$ cat config.mk
export PLATFORM = sky130hd
export DESIGN_NAME = cmult_pipe_flat
export DESIGN_NICKNAME = d
export VERILOG_FILES = /design/src/rtl/cmult_pkg.sv /design/src/rtl/cmult_pipe_if.sv /design/src/rtl/cmult_round_sat.sv /design/src/rtl/cmult_pipe.sv /design/src/flat_wrapper.sv
export SDC_FILE = /design/constraint.sdc
export NUM_CORES = 2
export LEC_CHECK = 0
export CORE_MARGIN = 2
export CORE_UTILIZATION = 60
export CTS_CLUSTER_SIZE = 12
export DETAILED_ROUTE_END_ITERATION = 16
export PLACE_DENSITY = 0.79
export SYNTH_ARGS = -nofsm -noshare
export SYNTH_HDL_FRONTEND = slang
export SYNTH_SLANG_ARGS = --single-unit
$ cat constraint.sdc
create_clock -name clk -period 25.2 [get_ports clk]
set_input_delay 5.04 -clock clk [delete_from_list [all_inputs] [get_ports clk]]
set_output_delay 5.04 -clock clk [all_outputs]
set_load 0.02 [all_outputs]
$ cat src/rtl/cmult_pkg.sv
// cmult_pkg: widths, rounding constant and limit helpers shared by the
// complex multiplier pipeline and its round/saturate stage.
package cmult_pkg;

   localparam int DATA_WIDTH_DEF = 16;
   localparam int FRAC_BITS_DEF  = 15;
   localparam int TAG_WIDTH_DEF  = 8;

   // One product of a W-bit and a (W+1)-bit signed operand.
   function automatic int prod_w(int dw);
      return 2 * dw + 1;
   endfunction

   // Sum/difference of two products, one guard bit above the product width.
   function automatic int sum_w(int dw);
      return 2 * dw + 2;
   endfunction

   // Half an output LSB, added before the arithmetic shift (round half up).
   function automatic longint rnd_const(int fb);
      return (fb > 0) ? (longint'(1) << (fb - 1)) : longint'(0);
   endfunction

   function automatic longint smax(int dw);
      return (longint'(1) << (dw - 1)) - 1;
   endfunction

   function automatic longint smin(int dw);
      return -(longint'(1) << (dw - 1));
   endfunction

endpackage

$ cat src/rtl/cmult_pipe_if.sv
// cmult_pipe_if: valid/ready input and output channels of the complex
// multiplier. master = producer/consumer side, slave = the multiplier.
interface cmult_pipe_if #(
   parameter int DATA_WIDTH = 16,
   parameter int TAG_WIDTH  = 8
);
   logic                  in_valid;
   logic                  in_ready;
   logic                  in_conj;
   logic [DATA_WIDTH-1:0] a_real;
   logic [DATA_WIDTH-1:0] a_imag;
   logic [DATA_WIDTH-1:0] b_real;
   logic [DATA_WIDTH-1:0] b_imag;
   logic [TAG_WIDTH-1:0]  in_tag;
   logic                  out_valid;
   logic                  out_ready;
   logic [DATA_WIDTH-1:0] out_real;
   logic [DATA_WIDTH-1:0] out_imag;
   logic [TAG_WIDTH-1:0]  out_tag;
   logic                  out_ovf;

   modport master (
      output in_valid, in_conj, a_real, a_imag, b_real, b_imag, in_tag, out_ready,
      input  in_ready, out_valid, out_real, out_imag, out_tag, out_ovf
   );

   modport slave (
      input  in_valid, in_conj, a_real, a_imag, b_real, b_imag, in_tag, out_ready,
      output in_ready, out_valid, out_real, out_imag, out_tag, out_ovf
   );
endinterface

$ cat src/rtl/cmult_round_sat.sv
// cmult_round_sat: round-half-up, arithmetic shift by FRAC_BITS and narrow
// one result component to DATA_WIDTH. With CMULT_SAT_EN defined the result
// clamps to the signed range and flags ovf_o; otherwise it wraps, ovf_o = 0.
module cmult_round_sat
   import cmult_pkg::*;
#(
   parameter int DATA_WIDTH = DATA_WIDTH_DEF,
   parameter int FRAC_BITS  = FRAC_BITS_DEF
) (
   input  logic signed [sum_w(DATA_WIDTH)-1:0] sum_i,
   output logic        [DATA_WIDTH-1:0]        res_o,
   output logic                                ovf_o
);
   localparam int SW = sum_w(DATA_WIDTH);
   localparam logic signed [SW-1:0] RND = SW'(rnd_const(FRAC_BITS));

   logic signed [SW-1:0] rounded;
   logic signed [SW-1:0] shifted;

   // sum_i stays well inside SW bits, so adding half an LSB cannot overflow
   assign rounded = sum_i + RND;
   assign shifted = rounded >>> FRAC_BITS;

`ifdef CMULT_SAT_EN
   localparam logic signed [SW-1:0] MAXV = SW'(smax(DATA_WIDTH));
   localparam logic signed [SW-1:0] MINV = SW'(smin(DATA_WIDTH));

   // clamp anything outside the DATA_WIDTH signed range
   always_comb begin
      res_o = shifted[DATA_WIDTH-1:0];
      ovf_o = 1'b0;
      if (shifted > MAXV) begin
         res_o = MAXV[DATA_WIDTH-1:0];
         ovf_o = 1'b1;
      end else if (shifted < MINV) begin
         res_o = MINV[DATA_WIDTH-1:0];
         ovf_o = 1'b1;
      end
   end
`else
   logic unused_hi;

   // wrap: keep the low bits, the rest is intentionally discarded
   assign res_o     = shifted[DATA_WIDTH-1:0];
   assign ovf_o     = 1'b0;
   assign unused_hi = ^shifted[SW-1:DATA_WIDTH];
`endif

endmodule

$ cat src/rtl/cmult_pipe.sv
// cmult_pipe: 3-stage pipelined signed complex multiplier, out = a*b or
// a*conj(b), fixed point with round half up. Global stall backpressure:
// every stage moves together when the output is free or being taken.
// Optional saturation: define CMULT_SAT_EN (default build wraps).
module cmult_pipe
   import cmult_pkg::*;
#(
   parameter int DATA_WIDTH = DATA_WIDTH_DEF,
   parameter int FRAC_BITS  = FRAC_BITS_DEF,
   parameter int TAG_WIDTH  = TAG_WIDTH_DEF
) (
   input  logic         clk,
   input  logic         rst_n,
   cmult_pipe_if.slave  bus
);
   localparam int W  = DATA_WIDTH;
   localparam int PW = prod_w(DATA_WIDTH);
   localparam int SW = sum_w(DATA_WIDTH);

   logic adv;
   logic [3:1] vld_q;

   // S1: operands, b_imag one bit wider so -(-2^(W-1)) is exact
   logic signed [W-1:0]  s1_ar_q, s1_ai_q, s1_br_q;
   logic signed [W:0]    s1_bi_q, s1_bi_d;
   logic [TAG_WIDTH-1:0] s1_tag_q;

   // S2: the four partial products
   logic signed [PW-1:0] s2_prr_q, s2_pii_q, s2_pri_q, s2_pir_q;
   logic [TAG_WIDTH-1:0] s2_tag_q;

   // S3: rounded/narrowed result, which is also the output register
   logic signed [SW-1:0] re_d, im_d;
   logic [W-1:0]         re_n, im_n;
   logic                 ovf_re, ovf_im;
   logic [W-1:0]         s3_re_q, s3_im_q;
   logic [TAG_WIDTH-1:0] s3_tag_q;
   logic                 s3_ovf_q;

   // whole pipe advances unless a valid result is sitting unaccepted
   assign adv = !vld_q[3] || bus.out_ready;

   assign bus.in_ready  = adv;
   assign bus.out_valid = vld_q[3];
   assign bus.out_real  = s3_re_q;
   assign bus.out_imag  = s3_im_q;
   assign bus.out_tag   = s3_tag_q;
   assign bus.out_ovf   = s3_ovf_q;

   // sign-extend b_imag, then negate for conjugate multiply
   always_comb begin
      s1_bi_d = {bus.b_imag[W-1], bus.b_imag};
      if (bus.in_conj) s1_bi_d = -s1_bi_d;
   end

   // valid shift register; bubbles move with the data, never collapse
   always_ff @(posedge clk or negedge rst_n) begin
      if (!rst_n)   vld_q <= '0;
      else if (adv) vld_q <= {vld_q[2:1], bus.in_valid};
   end

   // S1/S2 datapath; contents only matter where the matching valid is set
   always_ff @(posedge clk) begin
      if (adv) begin
         s1_ar_q  <= bus.a_real;
         s1_ai_q  <= bus.a_imag;
         s1_br_q  <= bus.b_real;
         s1_bi_q  <= s1_bi_d;
         s1_tag_q <= bus.in_tag;
         s2_prr_q <= PW'(s1_ar_q) * PW'(s1_br_q);
         s2_pii_q <= PW'(s1_ai_q) * PW'(s1_bi_q);
         s2_pri_q <= PW'(s1_ar_q) * PW'(s1_bi_q);
         s2_pir_q <= PW'(s1_ai_q) * PW'(s1_br_q);
         s2_tag_q <= s1_tag_q;
      end
   end

   assign re_d = SW'(s2_prr_q) - SW'(s2_pii_q);
   assign im_d = SW'(s2_pri_q) + SW'(s2_pir_q);

   cmult_round_sat #(
      .DATA_WIDTH (DATA_WIDTH),
      .FRAC_BITS  (FRAC_BITS)
   ) u_rs_re (
      .sum_i (re_d),
      .res_o (re_n),
      .ovf_o (ovf_re)
   );

   cmult_round_sat #(
      .DATA_WIDTH (DATA_WIDTH),
      .FRAC_BITS  (FRAC_BITS)
   ) u_rs_im (
      .sum_i (im_d),
      .res_o (im_n),
      .ovf_o (ovf_im)
   );

   // output register, cleared by reset so idle outputs read as zero
   always_ff @(posedge clk or negedge rst_n) begin
      if (!rst_n) begin
         s3_re_q  <= '0;
         s3_im_q  <= '0;
         s3_tag_q <= '0;
         s3_ovf_q <= 1'b0;
      end else if (adv) begin
         s3_re_q  <= re_n;
         s3_im_q  <= im_n;
         s3_tag_q <= s2_tag_q;
         s3_ovf_q <= ovf_re | ovf_im;
      end
   end

endmodule

$ cat src/flat_wrapper.sv
// flat-port wrapper written by rule: the top's interface ports become plain ports
module cmult_pipe_flat import cmult_pkg::*;
#(
   parameter int DATA_WIDTH = DATA_WIDTH_DEF,
   parameter int FRAC_BITS  = FRAC_BITS_DEF,
   parameter int TAG_WIDTH  = TAG_WIDTH_DEF
)
  (clk, rst_n, bus_in_valid, bus_in_conj, bus_a_real, bus_a_imag, bus_b_real, bus_b_imag, bus_in_tag, bus_out_ready, bus_in_ready, bus_out_valid, bus_out_real, bus_out_imag, bus_out_tag, bus_out_ovf);
  cmult_pipe_if #(.DATA_WIDTH(DATA_WIDTH), .TAG_WIDTH(TAG_WIDTH)) bus_i ();
  input  logic clk;
  input  logic rst_n;
  input wire logic [$bits(bus_i.in_valid)-1:0] bus_in_valid;
  input wire logic [$bits(bus_i.in_conj)-1:0] bus_in_conj;
  input wire logic [$bits(bus_i.a_real)-1:0] bus_a_real;
  input wire logic [$bits(bus_i.a_imag)-1:0] bus_a_imag;
  input wire logic [$bits(bus_i.b_real)-1:0] bus_b_real;
  input wire logic [$bits(bus_i.b_imag)-1:0] bus_b_imag;
  input wire logic [$bits(bus_i.in_tag)-1:0] bus_in_tag;
  input wire logic [$bits(bus_i.out_ready)-1:0] bus_out_ready;
  output wire logic [$bits(bus_i.in_ready)-1:0] bus_in_ready;
  output wire logic [$bits(bus_i.out_valid)-1:0] bus_out_valid;
  output wire logic [$bits(bus_i.out_real)-1:0] bus_out_real;
  output wire logic [$bits(bus_i.out_imag)-1:0] bus_out_imag;
  output wire logic [$bits(bus_i.out_tag)-1:0] bus_out_tag;
  output wire logic [$bits(bus_i.out_ovf)-1:0] bus_out_ovf;
  assign bus_i.in_valid = bus_in_valid;
  assign bus_i.in_conj = bus_in_conj;
  assign bus_i.a_real = bus_a_real;
  assign bus_i.a_imag = bus_a_imag;
  assign bus_i.b_real = bus_b_real;
  assign bus_i.b_imag = bus_b_imag;
  assign bus_i.in_tag = bus_in_tag;
  assign bus_i.out_ready = bus_out_ready;
  assign bus_in_ready = bus_i.in_ready;
  assign bus_out_valid = bus_i.out_valid;
  assign bus_out_real = bus_i.out_real;
  assign bus_out_imag = bus_i.out_imag;
  assign bus_out_tag = bus_i.out_tag;
  assign bus_out_ovf = bus_i.out_ovf;
  cmult_pipe #(.DATA_WIDTH(DATA_WIDTH), .FRAC_BITS(FRAC_BITS), .TAG_WIDTH(TAG_WIDTH)) u_core (.clk(clk), .rst_n(rst_n), .bus(bus_i));
endmodule
==> impl_metrics.ini <==
[synth]
synth_common_cells = inv_1, fa_1, nand2_1, and2_1, ha_1
yosysWarnings = 0
ys_ff_latch = 248
synth_top_area_share_pct = 41.6
async_flop_share_pct = 17.3
ys_seq_area_share_pct = 14.5
synth_flop_cell = edfxtp_1
synth.most_common_cell = inv_1
synth_area_leaders = fa_1, edfxtp_1, ha_1, inv_1, and2_1
synth_cells = 5096
synth_cell_types = 75
yosys.area.top_type = fa_1
synth-edff-count = 205
synth_area_um2 = 49800
postSynthAreaPerCell_um2 = 9.78
syn_nets = 6646

[global_route]
grt_max_degree = 82
overflow = 0
gr-usage-all-layers_pct = 28.9
grt_pass1_vias = 37500
antenna_found_initial = 1
grt_first_pass_wirelength_um = 195000

[floorplanning]
start_util_pct = 60.7
rows = 105
die_x_um = 292
io-pin-count = 120
die_area_um2 = 85400
core_region_area_um2 = 82100
fp.dieH_um = 292

[critical_path]
crit_path_end_kind = output pin
critPathRequiredTime_ns = 20.16
cp_max_fo = 49
slowest_stage = clkdlybuf4s50_1
path_common_cell = clkdlybuf4s50_1
cp_slowest_stage_delay_ns = 0.64
cpLargestDelayFamily = buffers and inverters
start_kind = primary input
crit_chain = clkdlybuf4s50_1, nor2b_4, buf_4, inv_8, clkdlybuf4s50_1
path_class = in2out
crit_arrival_ns = 7.03
critical_path_buf_inv_count = 4

[sta]
slew-limit-headroom_pct = 23.2
period_share_pct = 47.9
final.setup.tns_ns = 0
timing.final.crit_period_ns = 12.07
slew_viol_final = 0
worstMarginPinSlew_ns = 1.15
rsz0062_at_grt = no
finClkSkew_ns = 0.0250
hold_viol = 0
max_freq_ghz = 0.0828
finalSetupViolations = 0

[placement]
numPortBuffers = 118
dp_hpwl_um = 87200
gp_congestion = 0.874

[layout]
antenna_cells = 0
drive_above_1_share_pct = 2.94
areaGrowthSynthToFinish_pct = 6.80
layout.nets = 6660

[clock_tree]
htreeDepth = 2
postCtsSetupBuffers = 0
ctsLongestPathBuffers = 3
clk_pin_slew_ns = 0.06
cts_buffers = 34
root_buffer = clkbuf_16
cts_resized = 0
cts_hold_buf = 0
clk_latency_ns = 0.58
clock_sinks = 248
cts_tree = done

[routing]
routedWlPerCell_um = 18.6
ant_nets = 0
firstDrtPassIters = 5
drt-initial-drc-count = 2439
routed_wl_um = 115000
vias = 34700
drc_errors = 0
via_per_inst = 5.59

[outcome]
status = completed

[min_path]
hold_path.class = reg2reg

[run]
drv_cap = 0
## stage by stage
step | cell area [um2] | util [%] | hold WS (ns) | setup WS, ns | instances
floorplan | 49800 | - | 0.400 | 8.82 | 5096
global placement | 52100 | 63.5 | 0.401 | 13.16 | 6144
detailed placement | 52100 | 63.5 | 0.407 | 13.14 | 6144
CTS | 53200 | 64.8 | 0.421 | 13.13 | 6206
global route | 53200 | 64.8 | 0.424 | 13.03 | 6206
finish | 53200 | 64.8 | 0.419 | 13.13 | 6206
## kinds of logic (layout without fill, tap and decap cells)
logic type	count (synthesis)	in the layout	synth area share, %
other	1	1	0.00752
buffers and inverters	1408	1448	10.6
xor gates and xnor gates	191	191	3.36
adders and majority gates	1473	1473	52.6
AOI/OAI and AO/OA	394	394	5.22
muxes	5	5	0.103
and+or+nand+nor	1376	1376	13.6
DFF	248	248	14.5
## routing by layer
layer | up-vias | wire length, um | GRT usage [%]
li1 | 15300 | - | -
met1 | 17700 | 45800 | 38.9
met2 | 1369 | 54800 | 46.7
met3 | 291 | 9610 | 5.08
met4 | 2 | 5180 | 11.8
met5 | - | 9 | 0
## layout make-up
cell class | count | area, um2
clock inverters | 22 | 231
multi-input cells | 3440 | 37300
fillers | 6446 | 28900
clock buffers | 40 | 895
well taps | 1070 | 1340
inverters | 1198 | 4500
repair buffers | 188 | 1700
flip-flops and latches | 248 | 7230
## final timing paths
| path | start | endpoint | slack, ns | depth (start not counted) |
|---|---|---|---|---|
| hold reg to reg | u_core.s1_tag_q[3] | u_core.s2_tag_q[3] | 0.42 | 0 |
| hold / removal | u_core.s1_tag_q[3] | u_core.s2_tag_q[3] | 0.42 | 0 |
| max in group asynchronous | rst_n | u_core.bus.out_imag[9] | 20.11 | 2 |
| min in group asynchronous | rst_n | u_core.bus.out_real[1] | 4.57 | 2 |
| setup / recovery | bus_out_ready | bus_in_ready | 13.13 | 5 |
| setup reg to reg | u_core.s1_bi_q[14] | u_core.s2_pri_q[30] | 18.10 | 21 |
## registers in the layout, indices dropped and copies added (netlist names), 8 cells and up
| signal | flops |
|---|---|
| u_core.s1_br_q | 16 |
| u_core.s1_ai_q | 16 |
| u_core.s1_tag_q | 8 |
| u_core.s2_prr_q | 31 |
| u_core.s2_pri_q | 31 |
| u_core.s2_pir_q | 31 |
| u_core.bus.out_real | 16 |
| u_core.s2_pii_q | 31 |
| u_core.bus.out_imag | 16 |
| u_core.s1_bi_q | 17 |
| u_core.s2_tag_q | 8 |
| u_core.s1_ar_q | 16 |
| u_core.bus.out_tag | 8 |
## placed cells by master, fill, tap and decap left out, types with 6 or more instances in the layout
cell type,count
a21o_1,67
a211oi_1,14
o21bai_1,19
nand4_1,7
o31ai_1,14
o21ai_0,72
a21oi_1,114
fa_1,1036
nor2_1,117
xnor2_1,148
o21a_1,12
and2_1,492
edfxtp_1,205
and3_1,11
nor2b_1,13
ha_1,437
buf_4,70
a31oi_1,14
or3_1,8
nand2b_1,38
clkbuf_16,35
dfrtp_1,43
inv_1,1197
nand3_1,21
clkdlybuf4s50_1,117
nor4_1,6
nor3_1,28
o211ai_1,9
nand2_1,608
xor2_1,43
a31o_2,6
Power is left out: the tool's default activity adds up to more than one toggle a clock period on the data nets, which glitch-free logic cannot reach.
